--- src/rtl/tohost_pkg.sv ---
// Shared types and constants for the tohost exit monitor: FSM states,
// failure reason codes and the exit-flag bit position.
package tohost_pkg;

   typedef enum logic [1:0] {
      RUN   = 2'd0,
      DRAIN = 2'd1,
      PASS  = 2'd2,
      FAIL  = 2'd3
   } state_e;

   localparam logic [1:0] REASON_NONE     = 2'd0;
   localparam logic [1:0] REASON_EXITCODE = 2'd1;
   localparam logic [1:0] REASON_HANG     = 2'd2;
   localparam logic [1:0] REASON_BADWRITE = 2'd3;

   localparam int         EXIT_BIT  = 0;
   localparam logic [7:0] FULL_STRB = 8'hFF;

   // Bits needed to hold 0..max_val, never less than one.
   function automatic int cnt_width(input int max_val);
      return (max_val < 2) ? 1 : $clog2(max_val + 1);
   endfunction

endpackage

--- src/rtl/tohost_exit_monitor_if.sv ---
// Write-request channel snooped by the exit monitor; the producer drives
// the request fields, the monitor answers with wr_ready.
interface tohost_exit_monitor_if #(
   parameter int ADDR_W = 32
);
   logic              wr_valid;
   logic              wr_ready;
   logic [ADDR_W-1:0] wr_addr;
   logic [63:0]       wr_data;
   logic [7:0]        wr_strb;

   modport master (
      output wr_valid, wr_addr, wr_data, wr_strb,
      input  wr_ready
   );

   modport slave (
      input  wr_valid, wr_addr, wr_data, wr_strb,
      output wr_ready
   );
endinterface

--- src/rtl/sat_counter.sv ---
// Up-counter with synchronous clear that sticks at all-ones instead of wrapping.
module sat_counter #(
   parameter int W = 8
) (
   input  logic         clock,
   input  logic         reset_n,
   input  logic         clear,
   input  logic         enable,
   output logic [W-1:0] count
);
   logic [W-1:0] count_reg;
   logic [W-1:0] count_next;

   always_comb begin
      count_next = count_reg;
      if (clear) begin
         count_next = '0;
      end else if (enable && (count_reg != {W{1'b1}})) begin
         count_next = count_reg + 1'b1;
      end
   end

   always_ff @(posedge clock or negedge reset_n) begin
      if (!reset_n) begin
         count_reg <= '0;
      end else begin
         count_reg <= count_next;
      end
   end

   assign count = count_reg;
endmodule

--- src/rtl/tohost_exit_monitor.sv ---
// Decodes writes to the tohost word into a sticky pass/fail verdict, with a
// drain delay before exit verdicts and a hang watchdog while the program runs.
module tohost_exit_monitor
   import tohost_pkg::*;
#(
   parameter int                ADDR_W       = 32,
   parameter logic [ADDR_W-1:0] TOHOST_ADDR  = 'h8000_1000,
   parameter int                DRAIN_CYCLES = 16,
   parameter int                WATCHDOG     = 1_000_000
) (
   input  logic                  clock,
   input  logic                  reset_n,
   tohost_exit_monitor_if.slave  wr,
   input  logic                  hb,
   output logic                  io_success,
   output logic                  io_failure,
   output logic [62:0]           exit_code,
   output logic [1:0]            fail_reason,
   output logic [63:0]           cycle_count
);
   localparam int WD_W = cnt_width(WATCHDOG);
   localparam int DR_W = cnt_width(DRAIN_CYCLES);
   localparam logic [WD_W-1:0] WD_LAST    = WD_W'((WATCHDOG > 0) ? WATCHDOG - 1 : 0);
   localparam logic [DR_W-1:0] DRAIN_LOAD = DR_W'(DRAIN_CYCLES);

   state_e          state_reg, state_next;
   logic [DR_W-1:0] drain_reg, drain_next;
   logic [62:0]     exit_code_reg, exit_code_next;
   logic [1:0]      reason_reg, reason_next;
   logic            pending_pass_reg, pending_pass_next;

   logic [WD_W-1:0] wd_count;
   logic            wr_fire;
   logic            tohost_hit;
   logic            wd_clear;
   logic            wd_expire;

   // Never back-pressure the producer, whatever the verdict state.
   assign wr.wr_ready = 1'b1;
   assign wr_fire     = wr.wr_valid;
   assign tohost_hit  = wr_fire && (wr.wr_addr == TOHOST_ADDR);
   assign wd_clear    = hb || wr_fire;

   // Expiry is the edge on which the idle count would reach WATCHDOG; any
   // activity in that same cycle pre-empts it.
   assign wd_expire = (WATCHDOG > 0) && (state_reg == RUN) && !wd_clear &&
                      (wd_count == WD_LAST);

   sat_counter #(.W(64)) u_cycle_count (
      .clock   (clock),
      .reset_n (reset_n),
      .clear   (1'b0),
      .enable  (1'b1),
      .count   (cycle_count)
   );

   sat_counter #(.W(WD_W)) u_watchdog (
      .clock   (clock),
      .reset_n (reset_n),
      .clear   (wd_clear),
      .enable  (state_reg == RUN),
      .count   (wd_count)
   );

   always_ff @(posedge clock or negedge reset_n) begin
      if (!reset_n) begin
         state_reg        <= RUN;
         drain_reg        <= '0;
         exit_code_reg    <= '0;
         reason_reg       <= REASON_NONE;
         pending_pass_reg <= 1'b0;
      end else begin
         state_reg        <= state_next;
         drain_reg        <= drain_next;
         exit_code_reg    <= exit_code_next;
         reason_reg       <= reason_next;
         pending_pass_reg <= pending_pass_next;
      end
   end

   always_comb begin
      state_next        = state_reg;
      drain_next        = drain_reg;
      exit_code_next    = exit_code_reg;
      reason_next       = reason_reg;
      pending_pass_next = pending_pass_reg;
      unique case (state_reg)
         RUN: begin
            if (tohost_hit) begin
               if (wr.wr_strb != FULL_STRB) begin
                  state_next  = FAIL;
                  reason_next = REASON_BADWRITE;
               end else if (wr.wr_data != 64'd0) begin
                  if (wr.wr_data[EXIT_BIT]) begin
                     state_next        = DRAIN;
                     drain_next        = DRAIN_LOAD;
                     exit_code_next    = wr.wr_data[63:1];
                     pending_pass_next = (wr.wr_data[63:1] == 63'd0);
                  end else begin
                     // Even nonzero values are syscall requests, which this harness cannot serve.
                     state_next  = FAIL;
                     reason_next = REASON_BADWRITE;
                  end
               end
            end else if (wd_expire) begin
               state_next  = FAIL;
               reason_next = REASON_HANG;
            end
         end
         DRAIN: begin
            if (drain_reg == '0) begin
               if (pending_pass_reg) begin
                  state_next = PASS;
               end else begin
                  state_next  = FAIL;
                  reason_next = REASON_EXITCODE;
               end
            end else begin
               drain_next = drain_reg - 1'b1;
            end
         end
         default: begin
         end
      endcase
   end

   always_comb begin
      io_success = 1'b0;
      io_failure = 1'b0;
      case (state_reg)
         PASS:    io_success = 1'b1;
         FAIL:    io_failure = 1'b1;
         default: begin
         end
      endcase
   end

   assign exit_code   = exit_code_reg;
   assign fail_reason = reason_reg;
endmodule

--- src/flat_wrapper.sv ---
// flat-port wrapper written by rule: the top's interface ports become plain ports
module tohost_exit_monitor_flat import tohost_pkg::*;
#(
   parameter int                ADDR_W       = 32,
   parameter logic [ADDR_W-1:0] TOHOST_ADDR  = 'h8000_1000,
   parameter int                DRAIN_CYCLES = 16,
   parameter int                WATCHDOG     = 1_000_000
)
  (clock, reset_n, hb, io_success, io_failure, exit_code, fail_reason, cycle_count, wr_wr_valid, wr_wr_addr, wr_wr_data, wr_wr_strb, wr_wr_ready);
  tohost_exit_monitor_if #(.ADDR_W(ADDR_W)) wr_i ();
  input  logic clock;
  input  logic reset_n;
  input  logic hb;
  output logic io_success;
  output logic io_failure;
  output logic [62:0] exit_code;
  output logic [1:0] fail_reason;
  output logic [63:0] cycle_count;
  input wire logic [$bits(wr_i.wr_valid)-1:0] wr_wr_valid;
  input wire logic [$bits(wr_i.wr_addr)-1:0] wr_wr_addr;
  input wire logic [$bits(wr_i.wr_data)-1:0] wr_wr_data;
  input wire logic [$bits(wr_i.wr_strb)-1:0] wr_wr_strb;
  output wire logic [$bits(wr_i.wr_ready)-1:0] wr_wr_ready;
  assign wr_i.wr_valid = wr_wr_valid;
  assign wr_i.wr_addr = wr_wr_addr;
  assign wr_i.wr_data = wr_wr_data;
  assign wr_i.wr_strb = wr_wr_strb;
  assign wr_wr_ready = wr_i.wr_ready;
  tohost_exit_monitor #(.ADDR_W(ADDR_W), .TOHOST_ADDR(TOHOST_ADDR), .DRAIN_CYCLES(DRAIN_CYCLES), .WATCHDOG(WATCHDOG)) u_core (.clock(clock), .reset_n(reset_n), .wr(wr_i), .hb(hb), .io_success(io_success), .io_failure(io_failure), .exit_code(exit_code), .fail_reason(fail_reason), .cycle_count(cycle_count));
endmodule
--- config.mk ---
export PLATFORM = sky130hd
export DESIGN_NAME = tohost_exit_monitor_flat
export DESIGN_NICKNAME = d
export VERILOG_FILES = /design/src/rtl/tohost_pkg.sv /design/src/rtl/tohost_exit_monitor_if.sv /design/src/rtl/sat_counter.sv /design/src/rtl/tohost_exit_monitor.sv /design/src/flat_wrapper.sv
export SDC_FILE = /design/constraint.sdc
export NUM_CORES = 1
export LEC_CHECK = 0
export BUFFER_PORTS_ARGS = -buffer_cell sky130_fd_sc_hd__buf_2
export CAP_MARGIN = 20
export CORE_MARGIN = 5
export CORE_UTILIZATION = 50
export CTS_BUF_LIST = sky130_fd_sc_hd__clkbuf_4 sky130_fd_sc_hd__clkbuf_8 sky130_fd_sc_hd__clkbuf_16
export CTS_CLUSTER_SIZE = 20
export DETAILED_ROUTE_END_ITERATION = 10
export GPL_TIMING_DRIVEN = 0
export PLACE_DENSITY = 0.83
export SETUP_SLACK_MARGIN = 0.1
export SYNTH_ARGS = -nofsm -noshare
export SYNTH_HDL_FRONTEND = slang
export SYNTH_HIERARCHICAL = 1
export SYNTH_SLANG_ARGS = --single-unit
--- constraint.sdc ---
create_clock -name clock -period 6.2 [get_ports clock]
set_input_delay 0.62 -clock clock [delete_from_list [all_inputs] [get_ports clock]]
set_output_delay 0.62 -clock clock [all_outputs]
set_load 0.05 [all_outputs]
==> results.sh, run 1 <==
export IMPL_period_share=0.552
export IMPL_cts_max_level=4
export IMPL_area_growth_pct=25.7
export IMPL_maxSlewViolCount=0
export IMPL_post_route_cells_drive_above_1_share=0.259
export IMPL_dieArea_um2=19100
export IMPL_worstMarginPinSlew_ns=1.20
export IMPL_pin_count=240
export IMPL_critical_path_max_stage_delay_ns=0.76
export IMPL_end_kind="register"
export IMPL_gr_usage_met1=0.303
export IMPL_largest_register_ffs=64
export IMPL_synthTopCellsByArea="dfrtp_1 48%, nand2_1 10%, nand4_1 4.0%, nor2_1 3.9%, a21oi_1 3.2%"
export IMPL_status="complete, no violations"
export IMPL_row_count=46
export IMPL_synthTopCellsByCount="225 x nand2_1, 157 x dfrtp_1, 85 x nor2_1"
export IMPL_grt_pass1_wl_um=40700
export IMPL_dpl_instance_area_um2=9700
export IMPL_nets=1305
export IMPL_dp_hpwl_um=18700
export IMPL_ctsHoldBuffers=0
export IMPL_final_cells=1424
export IMPL_grt_overflow=0
export IMPL_cts_num_sinks=157
export IMPL_placedCellCount=1390
export IMPL_synth_edf_count=0
export IMPL_use_met3=0.0703
export IMPL_leakage_nw=5.10
export IMPL_rsz0062_at_grt="false"
export IMPL_final_setup_worst_slack_ns=2.78
export IMPL_drc=0
export IMPL_cts_setup_buffers=0
export IMPL_dieHeight_um=138
export IMPL_vias=8182
export IMPL_worstPathRequired_ns=6.51
export IMPL_antenna_found_initial=2
export IMPL_routabilityCongestion=0.928
export IMPL_max_slew_margin=0.192
export IMPL_p_per_area_nw_per_um2=213
export IMPL_cts_clk_slew_worst_paths_ns=0.06
export IMPL_numCtsBuffers=17
export IMPL_first_iter_violations=575
export IMPL_wl_um=24800
export IMPL_first_pass_iters=5
export IMPL_clock_path_buffers=2
export IMPL_yosysTopAreaCell="dfrtp_1"
export IMPL_yosys_area_top_type_share=0.479
export IMPL_cts_tree="yes"
export IMPL_cp_num_buf_inv=3
export IMPL_grt_usage=0.258
export IMPL_crit_top_cell="and4_1"
export IMPL_yosys_warnings=6
export IMPL_post_route_util=0.644
export IMPL_ant_nets=0
export IMPL_use_met2=0.441
export IMPL_root_buffer="clkbuf_16"
export IMPL_insertion_delay_ns=0.43
export IMPL_critPathKind="reg2reg"
export IMPL_hp_class="in2async"
export IMPL_core_area_um2=16000
export IMPL_fillers=1383
export IMPL_viasPerCell=5.75
export IMPL_syn_mean_instance_area_um2=8.79
export IMPL_cp_start_kind="register"
export IMPL_syn_inst=933
export IMPL_die_width_um=138
export IMPL_r2r_start="u_core/u_cycle_count/count[0]"
export IMPL_finClkSkew_ns=0.0104
export IMPL_grt_start_max_net_pins=86
export IMPL_cap_violations=0
export IMPL_synth_most_common_cell="nand2_1"
export IMPL_fin_tns_setup_ns=0
export IMPL_cp_cell_sequence="ha_1 -> and4_1 -> and4_1 -> clkbuf_1 -> nand2_1 -> o21ai_0 -> buf_2 -> buf_4 -> mux2i_1 -> nor2_1"
export IMPL_fmax_ghz=0.292
export IMPL_crit_path_max_fanout=10
export IMPL_ys_seq_area_frac=0.479
export IMPL_cp_slowest_cell="o21ai_0"
export IMPL_cts_resized=0
export IMPL_layout_min_cycle_time_ns=3.42
export IMPL_synth_main_ff_cell="dfrtp_1"
export IMPL_pre_cts_ws_ns=2.91
export IMPL_numPortBuffers=238
export IMPL_worstPathArrival_ns=3.73
export IMPL_grt_busiest_layer="met2"
export IMPL_ir_drop_uv=198
export IMPL_hold_viol=0
export IMPL_ys_types=59
export IMPL_cp_top_family="buffers and inverters"
export IMPL_synth_seq_cells=157
export IMPL_async_flop_share=1.00
export IMPL_grt_pass1_vias=8150
export IMPL_crit_start="u_core/u_cycle_count/count[0]"
export IMPL_synth_area_um2=8200
export IMPL_wire_per_inst_um=17.4
export IMPL_start_util=0.513
export IMPL_finalInstanceArea_um2=10300
export IMPL_setup_violations=0
[path summary, 6_finish.rpt]
| check | endpoint | slack [ns] | cells past startpoint |
|---|---|---|---|
| max in group asynchronous | u_core/exit_code[59] | 5.12 | 2 |
| worst max-delay path | u_core/u_cycle_count/count[1] | 2.78 | 10 |
| worst max register to register | u_core/u_cycle_count/count[1] | 2.78 | 10 |
| min in group clock | u_core/exit_code[28] | 0.40 | 3 |
| worst min register to register | u_core/exit_code[4] | 0.46 | 2 |
| worst min-delay path | u_core/u_cycle_count/count[7] | 0.23 | 1 |
[where the power goes]
group	switching, mW	internal, mW
registers	0.00243	1.03
logic	0.0679	0.0369
clock network	0.442	0.617
[through the flow]
step                      total power [mW]  hold slack, ns
after CTS                             2.21           0.233
after global placement                1.14           0.445
after detailed placement              1.15           0.450
after global routing                  2.26           0.281
after floorplan                       1.08           0.324
final                                 2.19           0.226
[final cells by class]
| type | instances | area (um2) | area share |
|---|---|---|---|
| diodes | 2 | 5.00 | 0.000485 |
| plain buffers | 44 | 191 | 0.0186 |
| flip-flops and latches | 157 | 3930 | 0.381 |
| inverters | 13 | 48.8 | 0.00473 |
| multi-input cells | 721 | 4040 | 0.392 |
| clock inverters | 13 | 155 | 0.0150 |
| repair buffers | 239 | 1220 | 0.119 |
| clock buffers | 19 | 447 | 0.0433 |
| well taps | 216 | 270 | 0.0262 |
[cell families after synthesis]
kind of cell               share of synthesized area
and+or+nand+nor                                0.334
DFF                                            0.479
AOI/OAI and AO/OA                             0.0888
buffers and inverters                         0.0293
xor gates and xnor gates                      0.0363
muxes                                         0.0252
adders and majority gates                    0.00610
other                                       0.000916
[routing by layer]
metal	vias up	wire length (um)
met2	415	12300
li1	3836	-
met4	0	945
met3	78	2110
met5	-	0
met1	3853	9490
[cells in the final DEF, fill, tap and decap left out, drive strengths merged, types with 18 or more instances in the layout]
cell	Yosys	final
dfrtp	157	157
xnor2	19	19
nor4	30	30
nand3	36	36
buf	14	253
nand4	56	56
o31ai	18	18
a21oi	53	53
or4	19	19
nand2	225	225
nor2	85	85
clkbuf	30	49
No activity file was read; power rests on OpenSTA's default activity.
==> inputs of run 2 (changes only) <==
--- a/config.mk
+++ b/config.mk
@@ -8,12 +8,12 @@
 export BUFFER_PORTS_ARGS = -buffer_cell sky130_fd_sc_hd__buf_2
 export CAP_MARGIN = 20
 export CORE_MARGIN = 5
-export CORE_UTILIZATION = 50
+export CORE_UTILIZATION = 47
 export CTS_BUF_LIST = sky130_fd_sc_hd__clkbuf_4 sky130_fd_sc_hd__clkbuf_8 sky130_fd_sc_hd__clkbuf_16
 export CTS_CLUSTER_SIZE = 20
 export DETAILED_ROUTE_END_ITERATION = 10
 export GPL_TIMING_DRIVEN = 0
-export PLACE_DENSITY = 0.83
+export PLACE_DENSITY = 0.81
 export SETUP_SLACK_MARGIN = 0.1
 export SYNTH_ARGS = -nofsm -noshare
 export SYNTH_HDL_FRONTEND = slang
==> constraint.sdc (replaced) <==
create_clock -name clock -period 3.1 [get_ports clock]
set_input_delay 0.31 -clock clock [delete_from_list [all_inputs] [get_ports clock]]
set_output_delay 0.31 -clock clock [all_outputs]
set_load 0.05 [all_outputs]
==> run 2 against run 1 <==
- core utilization is 4.1 points lower
- critical path depth shrank 2
- maximum frequency is 16% higher
- sequential power up 100%
- worst setup slack lost 2.6 ns
- clock power increased by 98%
- via count up 1.0%
- first-iteration DRC count grew 30%
- highest routed layer unchanged
==> results.sh, run 2 (synthesis results as in run 1) <==
export IMPL_post_route_util=0.603
export IMPL_cts_clk_slew_worst_paths_ns=0.07
export IMPL_dp_hpwl_um=18600
export IMPL_leakage_nw=5.14
export IMPL_r2r_end="u_core/u_cycle_count/count[61]"
export IMPL_layout_common_cells="243 x buf_2, 224 x nand2_1, 157 x dfrtp_1"
export IMPL_reg2reg_slack_ns=0.16
export IMPL_vias=8267
export IMPL_cts_max_level=4
export IMPL_area_growth_pct=26.7
export IMPL_antenna_found_initial=4
export IMPL_setup_violations=0
export IMPL_hp_class="in2reg"
export IMPL_reg2reg_depth=8
export IMPL_period_share=0.947
export IMPL_dieArea_um2=20200
export IMPL_fillers=1477
export IMPL_cap_violations=0
export IMPL_fmax_ghz=0.341
export IMPL_cts_tree="yes"
export IMPL_finalInstanceArea_um2=10400
export IMPL_hold_viol=0
export IMPL_grt_overflow=0
export IMPL_post_route_cells_drive_above_1_share=0.267
export IMPL_wire_per_inst_um=17.5
export IMPL_dieHeight_um=142
export IMPL_grt_pass1_wl_um=40200
export IMPL_worstMarginPinSlew_ns=0.884
export IMPL_critPathKind="reg2reg"
export IMPL_numCtsBuffers=17
export IMPL_p_per_area_nw_per_um2=421
export IMPL_drc=0
export IMPL_wl_um=25200
export IMPL_min_from="wr_wr_data[4]"
export IMPL_cp_slowest_cell="or4_1"
export IMPL_row_count=48
export IMPL_grt_usage=0.247
export IMPL_cp_cell_sequence="clkbuf_1 -> nand4_1 -> or4_1 -> nor4b_4 -> a211o_2 -> buf_6 -> nor3_1 -> mux2_4"
export IMPL_pre_cts_ws_ns=-0.0964
export IMPL_crit_path_max_fanout=10
export IMPL_rsz0062_at_grt="true"
export IMPL_numPortBuffers=238
export IMPL_ir_drop_uv=374
export IMPL_routabilityCongestion=0.939
export IMPL_start_util=0.476
export IMPL_nets=1309
export IMPL_cp_start_kind="register"
export IMPL_pin_count=240
export IMPL_maxSlewViolCount=0
export IMPL_viasPerCell=5.74
export IMPL_core_area_um2=17200
export IMPL_first_pass_iters=5
export IMPL_end_kind="register"
export IMPL_dpl_instance_area_um2=9720
export IMPL_final_setup_worst_slack_ns=0.163
export IMPL_mostFrequentLayoutCell="buf_2"
export IMPL_r2r_start="u_core/u_cycle_count/count[25]"
export IMPL_cts_num_sinks=157
export IMPL_finClkSkew_ns=0.00672
export IMPL_critical_path_max_stage_delay_ns=0.61
export IMPL_hold_depth=3
export IMPL_status="complete, no violations"
export IMPL_worstPathRequired_ns=3.41
export IMPL_grt_pass1_vias=7953
export IMPL_root_buffer="clkbuf_16"
export IMPL_max_slew_margin=0.406
export IMPL_clock_path_buffers=2
export IMPL_hold_end="u_core/exit_code[3]"
export IMPL_whs_ns=0.0936
export IMPL_largest_register_ffs=64
export IMPL_ant_nets=0
export IMPL_first_iter_violations=745
export IMPL_insertion_delay_ns=0.42
export IMPL_worstPathArrival_ns=3.24
export IMPL_die_width_um=142
export IMPL_grt_start_max_net_pins=98
export IMPL_layout_min_cycle_time_ns=2.94
[run 2: cell types whose count changed in the layout (fill, tap and decap cells not counted), sizes merged]
cell,before,now
diode,2,4
clkbuf,49,48
clkinvlp,5,2
clkinv,2,6
buf,253,256
dlygate4sd3,0,1
[run 2: worst max-delay path: cells and delay by family (launching register included)]
kind / cells / cell delay [ns]
buffers and inverters: 2 / 0.43
flip-flops: 1 / 0.38
AND/OR/NAND/NOR: 4 / 1.40
multiplexers: 1 / 0.30
AO/OA/AOI/OAI: 1 / 0.29
[run 2: where the power goes]
part | internal [mW] | switching (mW)
Sequential | 2.05 | 0.00488
Clock | 1.21 | 0.894
Combinational | 0.0761 | 0.137
Total | 3.34 | 1.04
[run 2: per-stage QoR]
| step | total power, mW | TNS, ns | instances |
|---|---|---|---|
| final | 4.37 | 0 | 1439 |
| after global routing | 4.52 | 0 | 1439 |
| after CTS | 4.40 | 0 | 1432 |
| after detailed placement | 2.30 | -0.488 | 1399 |
| after global placement | 2.29 | -103.39 | 1398 |
| after floorplan | 2.15 | 0 | 935 |
[run 2: layout make-up]
cell class	instances	area [um2]	share of cell area
diodes	4	10.0	0.000963
plain buffers	44	193	0.0185
clock buffers	18	433	0.0417
clock inverters	14	158	0.0152
inverters	13	48.8	0.00470
multi-input cells	721	4080	0.393
flip-flops and latches	157	3930	0.378
well taps	225	282	0.0271
repair buffers	243	1260	0.121
[run 2: worst max-delay path by stage]
stage / startpoint / to / cells after the start
2_1_floorplan: u_core/u_cycle_count/count[56] / u_core/u_cycle_count/count[61] / 7
3_3_place_gp: reset_n / u_core/exit_code[28] / 1
3_5_place_dp: u_core/u_cycle_count/count[0] / u_core/u_cycle_count/count[1] / 10
4_1_cts: u_core/u_cycle_count/count[24] / u_core/u_cycle_count/count[45] / 7
5_1_grt: u_core/u_cycle_count/count[25] / u_core/u_cycle_count/count[19] / 9
6_report: u_core/u_cycle_count/count[25] / u_core/u_cycle_count/count[61] / 8
[run 2: timing repair]
item / 4_1_cts / 5_1_grt
resized for setup: 2 / 9
pin swaps: 1 / 1
endpoints found under the hold margin: 60 / 0
setup endpoints to repair: 11 / 26
hold buffers: 1 / 0
setup buffers: 0 / 2
cloned: 0 / 0
[run 2: metal layers]
layer	vias to the layer above	routed length, um	part of all wire	global-route usage
li1	3858	-	-	-
met1	3887	9420	0.37	0.301
met2	435	12500	0.50	0.419
met3	87	2330	0.093	0.0598
met4	0	947	0.038	0.104
met5	-	0	0	0
